File: src/rtl/mctrl_pkg.sv
// ----------------------------------------------------------------------------
// mctrl_pkg
// Shared definitions for the multi-cycle RV32I control unit:
//   - state_t and the FSM state encodings (plain localparams, legacy-compatible)
//   - RV32I major opcodes
//   - ALUControl, ImmSrc, ResultSrc and PCSrc encodings
//   - small helpers: immediate-format selection and opcode legality
// ----------------------------------------------------------------------------
package mctrl_pkg;

    typedef logic [3:0] state_t;

    localparam state_t S_FETCH    = 4'd0;
    localparam state_t S_DECODE   = 4'd1;
    localparam state_t S_EXEC     = 4'd2;
    localparam state_t S_UPPER    = 4'd3;
    localparam state_t S_WB       = 4'd4;
    localparam state_t S_MEM_ADDR = 4'd5;
    localparam state_t S_MEM_RD   = 4'd6;
    localparam state_t S_MEM_WR   = 4'd7;
    localparam state_t S_BRANCH   = 4'd8;
    localparam state_t S_JUMP     = 4'd9;
    localparam state_t S_NOP      = 4'd10;
    localparam state_t S_HALTED   = 4'd11;
    localparam state_t S_ERROR    = 4'd12;

    localparam logic [6:0] OPC_LOAD   = 7'b0000011;
    localparam logic [6:0] OPC_STORE  = 7'b0100011;
    localparam logic [6:0] OPC_BRANCH = 7'b1100011;
    localparam logic [6:0] OPC_JAL    = 7'b1101111;
    localparam logic [6:0] OPC_JALR   = 7'b1100111;
    localparam logic [6:0] OPC_OPIMM  = 7'b0010011;
    localparam logic [6:0] OPC_OP     = 7'b0110011;
    localparam logic [6:0] OPC_LUI    = 7'b0110111;
    localparam logic [6:0] OPC_AUIPC  = 7'b0010111;

    localparam logic [3:0] ALU_ADD   = 4'b0000;
    localparam logic [3:0] ALU_SUB   = 4'b0001;
    localparam logic [3:0] ALU_AND   = 4'b0010;
    localparam logic [3:0] ALU_OR    = 4'b0011;
    localparam logic [3:0] ALU_XOR   = 4'b0100;
    localparam logic [3:0] ALU_SLL   = 4'b0101;
    localparam logic [3:0] ALU_SRL   = 4'b0110;
    localparam logic [3:0] ALU_SRA   = 4'b0111;
    localparam logic [3:0] ALU_SLT   = 4'b1000;
    localparam logic [3:0] ALU_SLTU  = 4'b1001;
    localparam logic [3:0] ALU_PASSB = 4'b1010;

    localparam logic [2:0] IMM_I = 3'b000;
    localparam logic [2:0] IMM_S = 3'b001;
    localparam logic [2:0] IMM_B = 3'b010;
    localparam logic [2:0] IMM_U = 3'b011;
    localparam logic [2:0] IMM_J = 3'b100;

    localparam logic [1:0] RES_ALU  = 2'b00;
    localparam logic [1:0] RES_MEM  = 2'b01;
    localparam logic [1:0] RES_PC4  = 2'b10;

    localparam logic [1:0] PC_PLUS4 = 2'b00;
    localparam logic [1:0] PC_IMM   = 2'b01;
    localparam logic [1:0] PC_ALU   = 2'b10;

    // AddressingControl value outside memory states (word access)
    localparam logic [2:0] ADDR_WORD = 3'b010;

    function automatic logic [2:0] imm_src_of(input logic [6:0] opc);
        case (opc)
            OPC_STORE:           return IMM_S;
            OPC_BRANCH:          return IMM_B;
            OPC_LUI, OPC_AUIPC:  return IMM_U;
            OPC_JAL:             return IMM_J;
            default:             return IMM_I;
        endcase
    endfunction

    function automatic logic opcode_known(input logic [6:0] opc);
        case (opc)
            OPC_LOAD, OPC_STORE, OPC_BRANCH, OPC_JAL, OPC_JALR,
            OPC_OPIMM, OPC_OP, OPC_LUI, OPC_AUIPC: return 1'b1;
            default:                               return 1'b0;
        endcase
    endfunction

endpackage

File: src/rtl/multicycle_control_if.sv
// ----------------------------------------------------------------------------
// multicycle_control_if
// Control bus between the multi-cycle sequencer and the RV32I datapath.
//   master : controller side (receives Instr/Zero/mem_ready/halt_req,
//            drives all control strobes and status flags)
//   slave  : datapath / memory side (opposite directions)
// ----------------------------------------------------------------------------
interface multicycle_control_if;
    logic [31:0] Instr;
    logic        Zero;
    logic        mem_ready;
    logic        halt_req;

    logic        PCWrite;
    logic        IRWrite;
    logic [1:0]  PCSrc;
    logic        RegWrite;
    logic [3:0]  ALUControl;
    logic        ALUSrcA;
    logic        ALUSrcB;
    logic        MemWrite;
    logic [1:0]  ResultSrc;
    logic [2:0]  ImmSrc;
    logic [2:0]  AddressingControl;
    logic        instr_done;
    logic        halted;
    logic        error;
    logic        illegal;

    modport master (
        input  Instr, Zero, mem_ready, halt_req,
        output PCWrite, IRWrite, PCSrc, RegWrite, ALUControl, ALUSrcA, ALUSrcB,
               MemWrite, ResultSrc, ImmSrc, AddressingControl,
               instr_done, halted, error, illegal
    );

    modport slave (
        output Instr, Zero, mem_ready, halt_req,
        input  PCWrite, IRWrite, PCSrc, RegWrite, ALUControl, ALUSrcA, ALUSrcB,
               MemWrite, ResultSrc, ImmSrc, AddressingControl,
               instr_done, halted, error, illegal
    );
endinterface

File: src/rtl/mctrl_alu_decoder.sv
// ----------------------------------------------------------------------------
// mctrl_alu_decoder
// Combinational {opcode, funct3, funct7[5]} -> ALUControl.
//   opcode    in  7  instruction opcode
//   funct3    in  3  instruction funct3
//   funct7b5  in  1  instruction bit 30
//   alu_control out 4 ALU operation (mctrl_pkg encoding)
// funct7[5] only matters for R-type ADD/SUB and for SRL/SRA (which also
// covers SRAI, whose immediate carries the same bit). Branches map to the
// compare op whose Zero result decides the branch; LUI passes operand B.
// Everything else (address calc, JALR, AUIPC) is an ADD.
// ----------------------------------------------------------------------------
module mctrl_alu_decoder
    import mctrl_pkg::*;
(
    input  logic [6:0] opcode,
    input  logic [2:0] funct3,
    input  logic       funct7b5,
    output logic [3:0] alu_control
);

    always_comb begin
        alu_control = ALU_ADD;
        if (opcode == OPC_OP || opcode == OPC_OPIMM) begin
            case (funct3)
                3'b000:  alu_control = (opcode == OPC_OP && funct7b5) ? ALU_SUB : ALU_ADD;
                3'b001:  alu_control = ALU_SLL;
                3'b010:  alu_control = ALU_SLT;
                3'b011:  alu_control = ALU_SLTU;
                3'b100:  alu_control = ALU_XOR;
                3'b101:  alu_control = funct7b5 ? ALU_SRA : ALU_SRL;
                3'b110:  alu_control = ALU_OR;
                default: alu_control = ALU_AND;
            endcase
        end else if (opcode == OPC_BRANCH) begin
            case (funct3[2:1])
                2'b10:   alu_control = ALU_SLT;
                2'b11:   alu_control = ALU_SLTU;
                default: alu_control = ALU_SUB;
            endcase
        end else if (opcode == OPC_LUI) begin
            alu_control = ALU_PASSB;
        end
    end

endmodule

File: src/rtl/multicycle_control.sv
// ----------------------------------------------------------------------------
// multicycle_control
// Multi-cycle sequencer for the RV32I datapath. One instruction takes
// FETCH, DECODE and one or more execute states; memory accesses wait on
// mem_ready and trap to ERROR after MEM_TIMEOUT idle cycles.
// Ports:
//   clk  in   clock, rising edge
//   rst  in   asynchronous reset, active-high
//   bus  multicycle_control_if.master (Instr/Zero/mem_ready/halt_req in,
//        PCWrite/IRWrite/PCSrc/RegWrite/ALUControl/ALUSrcA/ALUSrcB/MemWrite/
//        ResultSrc/ImmSrc/AddressingControl/instr_done/halted/error/illegal out)
// Parameters:
//   MEM_TIMEOUT  cycles allowed in MEM_RD/MEM_WR without mem_ready (>=1)
//   TMO_W        wait counter width, must hold MEM_TIMEOUT
// Build option:
//   MCTRL_TRAP_EN  defined   -> unknown opcode traps to ERROR, illegal=1
//                  undefined -> unknown opcode retires as a NOP, illegal=0
// ----------------------------------------------------------------------------
module multicycle_control
    import mctrl_pkg::*;
#(
    parameter int MEM_TIMEOUT = 16,
    parameter int TMO_W       = 5
) (
    input  logic                      clk,
    input  logic                      rst,
    multicycle_control_if.master      bus
);

    localparam logic [TMO_W-1:0] TMO_LAST = TMO_W'(MEM_TIMEOUT - 1);

    state_t           state_reg, state_next;
    logic [TMO_W-1:0] wait_cnt_reg, wait_cnt_next;

    logic [6:0] opcode;
    logic [2:0] funct3;
    logic [3:0] alu_dec;
    logic       branch_taken;

    assign opcode = bus.Instr[6:0];
    assign funct3 = bus.Instr[14:12];

    mctrl_alu_decoder u_alu_dec (
        .opcode      (opcode),
        .funct3      (funct3),
        .funct7b5    (bus.Instr[30]),
        .alu_control (alu_dec)
    );

    // BEQ/BGE/BGEU take the branch on Zero, BNE/BLT/BLTU on !Zero;
    // funct3[0]^funct3[2] marks the inverted group.
    assign branch_taken = bus.Zero ^ (funct3[0] ^ funct3[2]);

    // ------------------------------------------------------------------
    // Next state and wait counter
    // ------------------------------------------------------------------
    always_comb begin
        state_next    = state_reg;
        wait_cnt_next = wait_cnt_reg;
        case (state_reg)
            S_FETCH:  state_next = bus.halt_req ? S_HALTED : S_DECODE;
            S_DECODE: begin
                case (opcode)
                    OPC_OP, OPC_OPIMM:   state_next = S_EXEC;
                    OPC_LOAD, OPC_STORE: state_next = S_MEM_ADDR;
                    OPC_BRANCH:          state_next = S_BRANCH;
                    OPC_JAL, OPC_JALR:   state_next = S_JUMP;
                    OPC_LUI, OPC_AUIPC:  state_next = S_UPPER;
`ifdef MCTRL_TRAP_EN
                    default:             state_next = S_ERROR;
`else
                    default:             state_next = S_NOP;
`endif
                endcase
            end
            // ALU and upper-immediate results are registered in the
            // datapath's ALUOut before writeback, hence the shared WB state.
            S_EXEC, S_UPPER:                  state_next = S_WB;
            S_WB, S_BRANCH, S_JUMP, S_NOP:    state_next = S_FETCH;
            S_MEM_ADDR: begin
                wait_cnt_next = '0;
                state_next    = (opcode == OPC_STORE) ? S_MEM_WR : S_MEM_RD;
            end
            S_MEM_RD, S_MEM_WR: begin
                // mem_ready wins over the timeout in the final wait cycle
                if (bus.mem_ready)
                    state_next = S_FETCH;
                else if (wait_cnt_reg == TMO_LAST)
                    state_next = S_ERROR;
                else
                    wait_cnt_next = wait_cnt_reg + 1'b1;
            end
            S_HALTED: if (!bus.halt_req) state_next = S_FETCH;
            S_ERROR:  state_next = S_ERROR;
            default:  state_next = S_FETCH;
        endcase
    end

    always_ff @(posedge clk or posedge rst) begin
        if (rst) begin
            state_reg    <= S_FETCH;
            wait_cnt_reg <= '0;
        end else begin
            state_reg    <= state_next;
            wait_cnt_reg <= wait_cnt_next;
        end
    end

    // ------------------------------------------------------------------
    // Output decode. Gated by rst so every strobe is low while reset is
    // held, even though the reset state is FETCH.
    // ------------------------------------------------------------------
    logic       pc_write, ir_write, reg_write, alu_src_a, alu_src_b, mem_write;
    logic [1:0] pc_src, result_src;
    logic [3:0] alu_control;
    logic [2:0] imm_src, addr_ctl;

    always_comb begin
        pc_write    = 1'b0;
        ir_write    = 1'b0;
        reg_write   = 1'b0;
        alu_src_a   = 1'b0;
        alu_src_b   = 1'b0;
        mem_write   = 1'b0;
        pc_src      = PC_PLUS4;
        result_src  = RES_ALU;
        alu_control = ALU_ADD;
        imm_src     = IMM_I;
        addr_ctl    = ADDR_WORD;
        if (!rst) begin
            case (state_reg)
                S_FETCH:  ir_write = !bus.halt_req;
                S_DECODE: imm_src  = imm_src_of(opcode);
                S_EXEC, S_UPPER, S_WB: begin
                    imm_src     = imm_src_of(opcode);
                    alu_control = alu_dec;
                    alu_src_a   = (opcode == OPC_AUIPC);
                    alu_src_b   = (opcode != OPC_OP);
                    if (state_reg == S_WB) begin
                        reg_write = 1'b1;
                        pc_write  = 1'b1;
                    end
                end
                S_MEM_ADDR, S_MEM_RD, S_MEM_WR: begin
                    imm_src   = imm_src_of(opcode);
                    alu_src_b = 1'b1;
                    addr_ctl  = funct3;
                    if (state_reg == S_MEM_RD && bus.mem_ready) begin
                        reg_write  = 1'b1;
                        result_src = RES_MEM;
                        pc_write   = 1'b1;
                    end
                    if (state_reg == S_MEM_WR) begin
                        mem_write = 1'b1;
                        pc_write  = bus.mem_ready;
                    end
                end
                S_BRANCH: begin
                    imm_src     = IMM_B;
                    alu_control = alu_dec;
                    pc_write    = 1'b1;
                    pc_src      = branch_taken ? PC_IMM : PC_PLUS4;
                end
                S_JUMP: begin
                    // Link value (PC+4) is still valid: PC only updates at this edge
                    imm_src    = imm_src_of(opcode);
                    reg_write  = 1'b1;
                    result_src = RES_PC4;
                    pc_write   = 1'b1;
                    if (opcode == OPC_JALR) begin
                        alu_src_b = 1'b1;
                        pc_src    = PC_ALU;
                    end else begin
                        pc_src    = PC_IMM;
                    end
                end
                S_NOP:   pc_write = 1'b1;
                default: ;
            endcase
        end
    end

`ifdef MCTRL_TRAP_EN
    logic illegal_reg;
    always_ff @(posedge clk or posedge rst) begin
        if (rst)
            illegal_reg <= 1'b0;
        else if (state_reg == S_DECODE && !opcode_known(opcode))
            illegal_reg <= 1'b1;
    end
    assign bus.illegal = illegal_reg;
`else
    assign bus.illegal = 1'b0;
`endif

    assign bus.PCWrite           = pc_write;
    assign bus.IRWrite           = ir_write;
    assign bus.PCSrc             = pc_src;
    assign bus.RegWrite          = reg_write;
    assign bus.ALUControl        = alu_control;
    assign bus.ALUSrcA           = alu_src_a;
    assign bus.ALUSrcB           = alu_src_b;
    assign bus.MemWrite          = mem_write;
    assign bus.ResultSrc         = result_src;
    assign bus.ImmSrc            = imm_src;
    assign bus.AddressingControl = addr_ctl;
    assign bus.instr_done        = pc_write;
    assign bus.halted            = (state_reg == S_HALTED);
    assign bus.error             = (state_reg == S_ERROR);

endmodule

File: src/flat_wrapper.sv
// flat-port wrapper written by rule: the top's interface ports become plain ports
module multicycle_control_flat import mctrl_pkg::*;
#(
    parameter int MEM_TIMEOUT = 16,
    parameter int TMO_W       = 5
)
  (clk, rst, bus_Instr, bus_Zero, bus_mem_ready, bus_halt_req, bus_PCWrite, bus_IRWrite, bus_PCSrc, bus_RegWrite, bus_ALUControl, bus_ALUSrcA, bus_ALUSrcB, bus_MemWrite, bus_ResultSrc, bus_ImmSrc, bus_AddressingControl, bus_instr_done, bus_halted, bus_error, bus_illegal);
  multicycle_control_if bus_i ();
  input  logic clk;
  input  logic rst;
  input wire logic [$bits(bus_i.Instr)-1:0] bus_Instr;
  input wire logic [$bits(bus_i.Zero)-1:0] bus_Zero;
  input wire logic [$bits(bus_i.mem_ready)-1:0] bus_mem_ready;
  input wire logic [$bits(bus_i.halt_req)-1:0] bus_halt_req;
  output wire logic [$bits(bus_i.PCWrite)-1:0] bus_PCWrite;
  output wire logic [$bits(bus_i.IRWrite)-1:0] bus_IRWrite;
  output wire logic [$bits(bus_i.PCSrc)-1:0] bus_PCSrc;
  output wire logic [$bits(bus_i.RegWrite)-1:0] bus_RegWrite;
  output wire logic [$bits(bus_i.ALUControl)-1:0] bus_ALUControl;
  output wire logic [$bits(bus_i.ALUSrcA)-1:0] bus_ALUSrcA;
  output wire logic [$bits(bus_i.ALUSrcB)-1:0] bus_ALUSrcB;
  output wire logic [$bits(bus_i.MemWrite)-1:0] bus_MemWrite;
  output wire logic [$bits(bus_i.ResultSrc)-1:0] bus_ResultSrc;
  output wire logic [$bits(bus_i.ImmSrc)-1:0] bus_ImmSrc;
  output wire logic [$bits(bus_i.AddressingControl)-1:0] bus_AddressingControl;
  output wire logic [$bits(bus_i.instr_done)-1:0] bus_instr_done;
  output wire logic [$bits(bus_i.halted)-1:0] bus_halted;
  output wire logic [$bits(bus_i.error)-1:0] bus_error;
  output wire logic [$bits(bus_i.illegal)-1:0] bus_illegal;
  assign bus_i.Instr = bus_Instr;
  assign bus_i.Zero = bus_Zero;
  assign bus_i.mem_ready = bus_mem_ready;
  assign bus_i.halt_req = bus_halt_req;
  assign bus_PCWrite = bus_i.PCWrite;
  assign bus_IRWrite = bus_i.IRWrite;
  assign bus_PCSrc = bus_i.PCSrc;
  assign bus_RegWrite = bus_i.RegWrite;
  assign bus_ALUControl = bus_i.ALUControl;
  assign bus_ALUSrcA = bus_i.ALUSrcA;
  assign bus_ALUSrcB = bus_i.ALUSrcB;
  assign bus_MemWrite = bus_i.MemWrite;
  assign bus_ResultSrc = bus_i.ResultSrc;
  assign bus_ImmSrc = bus_i.ImmSrc;
  assign bus_AddressingControl = bus_i.AddressingControl;
  assign bus_instr_done = bus_i.instr_done;
  assign bus_halted = bus_i.halted;
  assign bus_error = bus_i.error;
  assign bus_illegal = bus_i.illegal;
  multicycle_control #(.MEM_TIMEOUT(MEM_TIMEOUT), .TMO_W(TMO_W)) u_core (.clk(clk), .rst(rst), .bus(bus_i));
endmodule
File: config.mk
export PLATFORM = sky130hd
export DESIGN_NAME = multicycle_control_flat
export DESIGN_NICKNAME = d
export VERILOG_FILES = /design/src/rtl/mctrl_pkg.sv /design/src/rtl/multicycle_control_if.sv /design/src/rtl/mctrl_alu_decoder.sv /design/src/rtl/multicycle_control.sv /design/src/flat_wrapper.sv
export SDC_FILE = /design/constraint.sdc
export NUM_CORES = 1
export LEC_CHECK = 0
export ABC_AREA = 1
export BUFFER_PORTS_ARGS = -buffer_cell sky130_fd_sc_hd__buf_4
export CORE_MARGIN = 3
export CORE_UTILIZATION = 25
export CTS_BUF_LIST = sky130_fd_sc_hd__clkbuf_16
export DETAILED_ROUTE_END_ITERATION = 8
export PLACE_DENSITY = 0.51
export SYNTH_ARGS = -nofsm -noshare
export SYNTH_HDL_FRONTEND = slang
export SYNTH_SLANG_ARGS = --single-unit
File: constraint.sdc
create_clock -name clk -period 1.5 [get_ports clk]
set_clock_uncertainty 0.15 [all_clocks]
set_input_delay 0.3 -clock clk [delete_from_list [all_inputs] [get_ports clk]]
set_output_delay 0.3 -clock clk [all_outputs]
set_load 0.005 [all_outputs]
==> results of run 1 <==
## worst paths after layout
check	slack, ps	to	from	cells after the start
max	-420	bus_IRWrite	u_core.state_reg[3]	5
min	120	u_core.wait_cnt_reg[4]	rst	4
max reg2reg	-230	u_core.wait_cnt_reg[2]	u_core.state_reg[1]	10
min reg2reg	390	u_core.wait_cnt_reg[3]	u_core.wait_cnt_reg[3]	2
max in group asynchronous	940	u_core.state_reg[0]	rst	4
min in group clk	210	u_core.state_reg[3]	bus_halt_req	3
## area by class of cell
class                      count  area [µm²]
clock buffer                   3       75.07
clock inverter                 1       5.005
fill                         390        1844
inverter                      36       146.4
tap                           50       62.56
multi-input combinational    136       940.9
sequential                     9       229.0
timing repair buffer         101       812.0
## metrics by stage
stage               instances  TNS, ps  total power [mW]  utilization (%)  cell area (µm²)
finish                    336    -9647             2.604            55.18             2271
global route              336   -12480             2.802            55.18             2271
CTS                       331    -8631             2.307            50.68             2086
detailed placement        323    -4383             1.670            45.94             1891
global placement          323    -4396             1.676            45.94             1891
floorplan                 184   -306.4             1.018                -             1145
## kinds of logic after synthesis
family	Yosys count
simple gates	100
xor+xnor	1
other cells	1
buf+inv	39
flops	9
fa+ha+maj	2
compound gates	31
mux	1
## worst min-delay path: stages
cell and delay [ps]:
buf_4 160, clkinvlp_4 90, buf_4 140, buf_4 130
## what timing repair did
item / 4_1_cts / 5_1_grt
resized for setup: 28 / 41
setup endpoints to repair: 31 / 32
buffers inserted: 6 / 6
pin swaps: 6 / 17
## routing by layer
layer | routed length (µm) | GRT usage [%] | vias to the layer above
met5 | 0 | 0 | -
li1 | - | - | 801
met1 | 1811 | 20.40 | 706
met4 | 25 | 2.505 | 0
met3 | 123 | 1.801 | 5
met2 | 1867 | 24.37 | 27
## synthesized netlist by cell type
cell	count	area, µm²
nand2_4	1	11.26
o211ai_2	1	12.51
o21ai_1	1	5.000
a21oi_1	6	30.03
nor2_4	2	22.52
inv_2	5	18.77
buf_4	2	15.01
o22ai_1	3	18.77
o31ai_1	1	7.510
o2111ai_1	1	8.760
nand2_2	1	6.260
xor2_1	1	8.760
inv_1	31	116.4
nor3_2	4	40.04
nand3_1	9	45.04
dfrtp_1	9	225.2
mux2i_1	1	10.01
nor2_2	4	25.02
buf_2	1	5.000
o21ai_0	13	65.06
ha_1	2	25.02
o21ai_2	3	26.28
o311ai_0	1	8.760
a31oi_1	1	6.260
nand3_2	2	20.02
conb_1	1	3.750
nand2_1	38	142.6
nor3_1	9	45.04
nor4_1	2	12.51
nand3b_1	1	7.510
nor2_1	27	101.4
## cells in the final DEF (no fill, tap or decap), types with 3 or more instances in the layout
cell and n:
o21ai_1 5, inv_4 3, nor2_4 10, a21oi_1 4, o21ai_2 3, nand3_1 8, nand2_2 10, inv_2 9
clkbuf_16 3, nor2_2 7, dfrtp_1 6, nand2_1 28, inv_1 23, o21ai_0 7, buf_4 89, nor2_1 16
buf_6 11, nor3_2 11, dfrtp_2 3
## power breakdown
part	internal (mW)	switching (mW)
sequential	0.310	0.0953
clock	0.351	0.119
combinational	0.864	0.863
==> results.txt, run 1 <==
----------------------------------------------------
[Status]
  Outcome ... finished, violations left
  Violations in the final reports ... negative setup slack

[Cells and area]
  Max reg flops ... 5
  Diode insertion count for antenna repair ... 0
  Area growth, synth to finish ... 107.2%
  Nets@finish ... 326
  Fraction of final layout cells with drive strength greater than 1 ... 62.24%

[Logic synthesis]
  Synthesized Nets ... 223
  Complex-gate fraction of the synthesized area ... 17.24%
  Post-synthesis adder-cell area fraction ... 2.283%
  Dominant combinational cell family by area after synthesis ... simple AND/OR/NAND/NOR gates
  Number of synthesized register bits ... 9
  Unique masters post-synth ... 31
  Multiplexer area fraction after synthesis ... 0.9132%
  Yosys warning total ... 0
  Post-synthesis sequential area ratio ... 20.55%
  Avg Synthesized Cell Area ... 5.957 µm²
  Area fraction in and, or, nand and nor cells after synthesis ... 43.72%
  XOR/XNOR Fraction of Synth Area ... 0.7991%
  Post-synthesis instance area ... 1096 µm²
  Post-Synthesis Cells ... 184

[Setup path]
  Maximum fanout along the worst path ... 3
  Crit-path slowest cell ... dfrtp_1
  Number of buffers and inverters on the critical path ... 3
  Most numerous cell on the critical path ... buf_4
  Launching element type of the critical path ... register
  Worst stage delay on the critical path ... 400 ps
  Data arrival time of the critical path ... 1470 ps
  Start-to-end type of the worst setup path ... reg -> out
  Largest delay contributor family on the critical path ... buffers and inverters
  Kind of end point of the critical path ... output port
  Data required, critical path ... 1050 ps
  Worst-path cell chain ... inv_2 -> nand2_2 -> buf_4 -> nor4_1 -> buf_4

[Floorplanning]
  Placement row count ... 23
  Chip height ... 72.22 µm
  X dimension of the die ... 72.22 µm
  Top Ports ... 61
  Initial standard-cell utilization of the core ... 26.63%
  Full die area ... 5215 µm²
  Area inside the core boundary ... 4115 µm²

[Clocking]
  # H-tree levels ... 1
  Worst skew pair latency ... 230 ps
  Number of hold buffers added after CTS ... 0
  Clock slew at reported path FFs ... 40 ps
  Clock buffer count from CTS ... 3
  CTS Root Buffer Type ... clkbuf_16
  Largest buffer count on any clock path ... 2
  TritonCTS Sinks ... 9
  Clock tree from TritonCTS ... built

[Global routing]
  Global-route wire length before repair ... 6.134 mm
  Initial antenna violation count ... 0
  Pin count of the biggest net entering global routing ... 9
  Vias in the first global route ... 1381
  Global-route usage over all layers ... 14.62%
  Total congestion overflow ... 0

[STA]
  Final count of hold timing violations ... 0
  RSZ-0062 raised after global routing ... yes
  Number of max-slew violations in the final report ... 0
  Max Freq ... 520.0 MHz
  Worst-case hold slack ... 120.7 ps
  Final critical delay including setup and external delays ... 1923 ps
  Final setup slack of the worst path ... -423.1 ps
  Final setup fails ... 32
  Share of the cycle needed by the critical path after routing ... 128.2%

[Place]
  Half-perimeter wire length after placement ... 3.021 mm
  Weighted congestion at the end of routability-driven global placement ... 0.7902
  Total of buffers placed on input and output ports ... 38
  Post-place setup slack ... -323.2 ps

[Power and ir drop]
  Total leakage power ... 1.137 nW
  Largest voltage drop on the vdd net ... 0.4133 mV
  PD cells ... 1147 nW/µm²

[Drt]
  Number of DRC markers in iteration 0 ... 40
  Vias/cell ... 4.580
  Final antenna-violating net count ... 0
  Drt total wl ... 3.827 mm
  Vias post-DR ... 1539
  Mean routed wirelength per cell ... 11.39 µm
  DRT Pass-1 Iters ... 4
  DRC violation count after routing ... 0

[Flow run]
  Max cap viols ... 0

[Hold path]
  Path category of the worst min-delay check ... in -> async

----------------------------------------------------
No activity file was read; power rests on OpenSTA's default activity.
==> run 2, diff against run 1 <==
--- a/config.mk
+++ b/config.mk
@@ -7,6 +7,7 @@
 export LEC_CHECK = 0
 export ABC_AREA = 1
 export BUFFER_PORTS_ARGS = -buffer_cell sky130_fd_sc_hd__buf_4
+export CORE_ASPECT_RATIO = 1.2
 export CORE_MARGIN = 3
 export CORE_UTILIZATION = 25
 export CTS_BUF_LIST = sky130_fd_sc_hd__clkbuf_16
==> run 2 against run 1 <==
Effect of this change: the flow still finishes with violations (negative setup slack); critical path depth rose by 1; via count fell by 1.1%; routed wire length up 11%; final cell count increased by 1.2%; register-to-register slack got worse by 160 ps; hold slack gained 9.9 ps; clock-buffer cell count unchanged; maximum frequency shrank 1.9%; flip-flop and latch count unchanged; non-clock buffer count unchanged; final area shrank 0.22%; utilization rose by 0.54 points; largest power group unchanged.
==> results.txt, run 2 (synthesized netlist as in run 1, its figures left out) <==
----------------------------------------------------
[STA]
  Max Freq ... 510.0 MHz
  Final count of hold timing violations ... 0
  Final setup fails ... 32
  RSZ-0062 raised after global routing ... yes
  Worst-case hold slack ... 130.6 ps
  Share of the cycle needed by the critical path after routing ... 130.7%
  Final setup slack of the worst path ... -460.9 ps
  Final critical delay including setup and external delays ... 1961 ps
  Number of max-slew violations in the final report ... 0

[Global routing]
  Global-route usage over all layers ... 17.02%
  Initial antenna violation count ... 0
  Pin count of the biggest net entering global routing ... 10
  Vias in the first global route ... 1558
  Global-route wire length before repair ... 6.948 mm
  Total congestion overflow ... 0

[Cells and area]
  Fraction of final layout cells with drive strength greater than 1 ... 60.84%
  Storage cell area ... 229.0 µm²
  Highest-count cells in the layout ignoring fill and taps ... buf_4, nand2_1, inv_1
  Leading cell type in the layout, fill and taps excluded ... buf_4
  Fin cells ... 340
  Fill cell instance count of the final layout ... 407
  Diode insertion count for antenna repair ... 0
  Nets@finish ... 326
  Total area of multi-input combinational cells ... 935.9 µm²
  Final design utilization ... 55.72%
  Max reg flops ... 5
  Area growth, synth to finish ... 106.7%

[Place]
  Post-place setup slack ... -329.2 ps
  Half-perimeter wire length after placement ... 3.161 mm
  DP Cell Count ... 320
  Total of buffers placed on input and output ports ... 38
  Weighted congestion at the end of routability-driven global placement ... 0.9090

[Drt]
  DRT Pass-1 Iters ... 4
  DRC violation count after routing ... 0
  Vias post-DR ... 1522
  Number of DRC markers in iteration 0 ... 44
  Mean routed wirelength per cell ... 12.45 µm
  Final antenna-violating net count ... 0
  Drt total wl ... 4.232 mm
  Vias/cell ... 4.476

[Power and ir drop]
  PD cells ... 1221 nW/µm²
  Sum of internal, switching and leakage power ... 2.767 mW
  Largest voltage drop on the vdd net ... 0.4877 mV
  Total leakage power ... 1.141 nW

[Hold path]
  Path category of the worst min-delay check ... in -> async

[Floorplanning]
  Full die area ... 5218 µm²
  Initial standard-cell utilization of the core ... 26.95%
  X dimension of the die ... 66.45 µm
  Top Ports ... 61
  Chip height ... 78.54 µm
  Area inside the core boundary ... 4066 µm²
  Placement row count ... 25

[Clocking]
  Number of hold buffers added after CTS ... 0
  Clock buffer count from CTS ... 3
  Clock slew at reported path FFs ... 40 ps
  Clock tree from TritonCTS ... built
  Worst skew pair latency ... 240 ps
  CTS Root Buffer Type ... clkbuf_16
  # H-tree levels ... 1
  Largest buffer count on any clock path ... 2
  TritonCTS Sinks ... 9

[Setup path]
  Crit-path slowest cell ... dfrtp_1
  Data required, critical path ... 1050 ps
  Kind of end point of the critical path ... output port
  Data arrival time of the critical path ... 1510 ps
  Worst-path cell chain ... inv_2 -> nand2_2 -> nor2_2 -> nor2_1 -> nor4_1 -> buf_4
  Start-to-end type of the worst setup path ... reg -> out
  Maximum fanout along the worst path ... 4
  Worst stage delay on the critical path ... 400 ps
  Launching element type of the critical path ... register

[Status]
  Violations in the final reports ... negative setup slack
  Outcome ... finished, violations left

[Flow run]
  Max cap viols ... 0

----------------------------------------------------
run 2: cell count changes in the layout (fill, tap and decap cells not counted), moves of 2 or more:
cell / previous run / this run
nand2_1: 28 / 32
buf_6: 11 / 14
nand2_2: 10 / 5
buf_4: 89 / 87
run 2: metal layers:
layer  GRT usage (%)  vias up  share of wire, %  wire, µm
li1                -      801                 -         -
met2           32.08       31                53      2232
met4           4.268        0              0.90        38
met3           1.717        5               3.4       146
met1           19.88      685                43      1815
met5               0        -                 0         0
run 2: worst paths after layout:
| path | from | endpoint | slack, ps | cells past startpoint |
|---|---|---|---|---|
| max | u_core.state_reg[3] | bus_ALUControl[2] | -460 | 6 |
| min | rst | u_core.state_reg[3] | 130 | 4 |
| max reg2reg | u_core.state_reg[3] | u_core.wait_cnt_reg[2] | -390 | 10 |
| min reg2reg | u_core.wait_cnt_reg[3] | u_core.wait_cnt_reg[3] | 380 | 2 |
| max in group asynchronous | rst | u_core.state_reg[0] | 910 | 4 |
| min in group clk | bus_halt_req | u_core.state_reg[1] | 260 | 4 |
run 2: critical path, delay by kind of cell (launching register included):
kind / cells / cell delay, ps
AND/OR/NAND/NOR: 4 / 570
flip-flops: 1 / 400
buffers and inverters: 2 / 300
run 2: where the power goes:
part	internal [mW]	total, mW	switching, mW	leakage [nW]
Sequential	0.310	0.408	0.0977	0.117
Clock	0.350	0.478	0.128	0.0423
Combinational	0.938	1.88	0.943	0.982
run 2: layout make-up:
type	instances	share of cell area, %
tap	54	2.982
multi-input combinational	136	41.30
sequential	9	10.10
inverter	36	6.350
clock inverter	1	0.1657
clock buffer	3	3.313
timing repair buffer	101	35.78
run 2: repair_timing:
| item | in CTS | in global routing |
|---|---|---|
| setup endpoints to repair | 31 | 32 |
| buffers inserted | 12 | 4 |
| pin swaps | 3 | 6 |
| resized for setup | 39 | 28 |
run 2: stage by stage:
step           setup TNS [ps]  cell area [µm²]
6_report               -11290             2266
3_5_place_dp            -4719             1831
2_1_floorplan          -306.4             1145
5_1_grt                -13980             2266
4_1_cts                -10530             2133
3_3_place_gp            -4792             1831
==> run 3, diff against run 2 <==
==> constraint.sdc (replaced) <==
create_clock -name clk -period 1.7 [get_ports clk]
set_clock_uncertainty 0.15 [all_clocks]
set_input_delay 0.34 -clock clk [delete_from_list [all_inputs] [get_ports clk]]
set_output_delay 0.34 -clock clk [all_outputs]
set_load 0.005 [all_outputs]
==> run 3 against run 2 <==
Effect of this change: the flow still finishes with violations (negative setup slack); final cell count decreased by 2.1%; combinational power is 16% lower; global-route usage fell by 0.87 points.
==> results.txt, run 3 (synthesized netlist as in run 1, its figures left out) <==
----------------------------------------------------
[Flow run]
  Max cap viols ... 0

[Global routing]
  Global-route wire length before repair ... 6.486 mm
  Vias in the first global route ... 1497
  Pin count of the biggest net entering global routing ... 10
  Total congestion overflow ... 0
  Global-route usage over all layers ... 16.15%
  Initial antenna violation count ... 0

[Floorplanning]
  Area inside the core boundary ... 4066 µm²
  Top Ports ... 61
  Full die area ... 5218 µm²
  Chip height ... 78.54 µm
  Initial standard-cell utilization of the core ... 26.95%
  X dimension of the die ... 66.45 µm
  Placement row count ... 25

[Clocking]
  Clock buffer count from CTS ... 3
  CTS Root Buffer Type ... clkbuf_16
  # H-tree levels ... 1
  Number of hold buffers added after CTS ... 0
  Worst skew pair latency ... 240 ps
  Largest buffer count on any clock path ... 2
  Clock tree from TritonCTS ... built
  Clock slew at reported path FFs ... 40 ps
  TritonCTS Sinks ... 9

[STA]
  Worst-case hold slack ... 215.5 ps
  RSZ-0062 raised after global routing ... yes
  Max Freq ... 498.2 MHz
  Final setup fails ... 28
  Share of the cycle needed by the critical path after routing ... 118.1%
  Final setup slack of the worst path ... -307.1 ps
  Setup Total Neg Slack ... -4906 ps
  Number of max-slew violations in the final report ... 0
  Final critical delay including setup and external delays ... 2007 ps
  Final count of hold timing violations ... 0

[Setup path]
  Kind of end point of the critical path ... output port
  Origin of the worst setup path ... u_core.state_reg[1]
  Data arrival time of the critical path ... 1520 ps
  Worst-path cell chain ... nor2_4 -> buf_4 -> buf_4 -> nor2_4 -> nand2_2 -> nor2_1 -> buf_4
  Most numerous cell on the critical path ... buf_4
  Maximum fanout along the worst path ... 7
  Data required, critical path ... 1210 ps
  Crit-path slowest cell ... dfrtp_2
  RR Startpoint ... u_core.state_reg[1]
  Start-to-end type of the worst setup path ... reg -> out
  Launching element type of the critical path ... register
  Worst stage delay on the critical path ... 440 ps

[Drt]
  DRC violation count after routing ... 0
  Vias post-DR ... 1493
  Mean routed wirelength per cell ... 11.93 µm
  Final antenna-violating net count ... 0
  Vias/cell ... 4.483
  Number of DRC markers in iteration 0 ... 65
  DRT Pass-1 Iters ... 4
  Drt total wl ... 3.972 mm

[Place]
  Instance area at placement ... 1760 µm²
  Total of buffers placed on input and output ports ... 38
  Weighted congestion at the end of routability-driven global placement ... 0.8406
  Half-perimeter wire length after placement ... 2.934 mm

[Status]
  Violations in the final reports ... negative setup slack
  Outcome ... finished, violations left

[Power and ir drop]
  PD cells ... 1069 nW/µm²
  Total leakage power ... 1.108 nW
  Largest voltage drop on the vdd net ... 0.4238 mV

[Cells and area]
  Post-route cell area ... 2193 µm²
  Nets@finish ... 319
  Diode insertion count for antenna repair ... 0
  Leading cell type in the layout, fill and taps excluded ... buf_4
  Max reg flops ... 5
  Highest-count cells in the layout ignoring fill and taps ... buf_4, nand2_1, inv_1
  Fill cell instance count of the final layout ... 393
  Fraction of final layout cells with drive strength greater than 1 ... 56.99%
  Area growth, synth to finish ... 100.1%

[Hold path]
  Path category of the worst min-delay check ... in -> async

----------------------------------------------------
==> run 3: cell count changes in the layout (fill, tap and decap cells not counted), sizes merged <==
| cell | delta |
|---|---|
| buf | -7 |
==> run 3: timing repair <==
action	4_1_cts	5_1_grt
endpoints found under the setup margin	26	31
setup buffers	14	2
resized for setup	48	25
pin swaps	7	9
==> run 3: final timing paths <==
| path | to | slack, ps | cells past startpoint |
|---|---|---|---|
| min in group clk | u_core.state_reg[3] | 260 | 3 |
| max in group asynchronous | u_core.state_reg[1] | 1030 | 4 |
| worst max register to register | u_core.state_reg[3] | -80 | 10 |
| worst max-delay path | bus_AddressingControl[2] | -310 | 7 |
| worst min-delay path | u_core.state_reg[0] | 220 | 4 |
| worst min register to register | u_core.wait_cnt_reg[3] | 390 | 2 |
==> run 3: worst max-delay path: cells and delay by family (launching register included) <==
| kind | cells | cell delay [ps] |
|---|---|---|
| buffers and inverters | 3 | 380 |
| AND/OR/NAND/NOR | 4 | 450 |
| flip-flops | 1 | 440 |
==> run 3: stage by stage <==
step,utilization [%],total power [mW],cells,worst slack [ps]
global placement,43.29,1.411,315,-234.9
CTS,52.15,2.269,333,-281.6
detailed placement,43.29,1.414,315,-252.7
finish,53.94,2.346,333,-307.1
floorplan,-,0.8665,184,49.40
global route,53.94,2.497,333,-391.2
==> run 3: area by class of cell <==
type                       count  area [µm²]  area share [%]
clock buffer                   3       75.07           3.423
clock inverter                 1       3.754          0.1711
inverter                      36       143.9           6.560
multi-input combinational    136       899.6           41.02
sequential                     9       229.0           10.44
tap                           54       67.56           3.080
timing repair buffer          94       774.5           35.31
==> run 3: report_power, final <==
| part | leakage, nW | internal (mW) | switching, mW |
|---|---|---|---|
| clock network | 0.0423 | 0.308 | 0.116 |
| logic | 0.949 | 0.815 | 0.755 |
| registers | 0.117 | 0.274 | 0.0779 |
==> run 3: routing by layer <==
metal	track usage [%]	share of wire [%]
met1	20.76	44
met3	1.860	3.7
met2	26.81	50
met5	0	0
met4	6.707	1.9
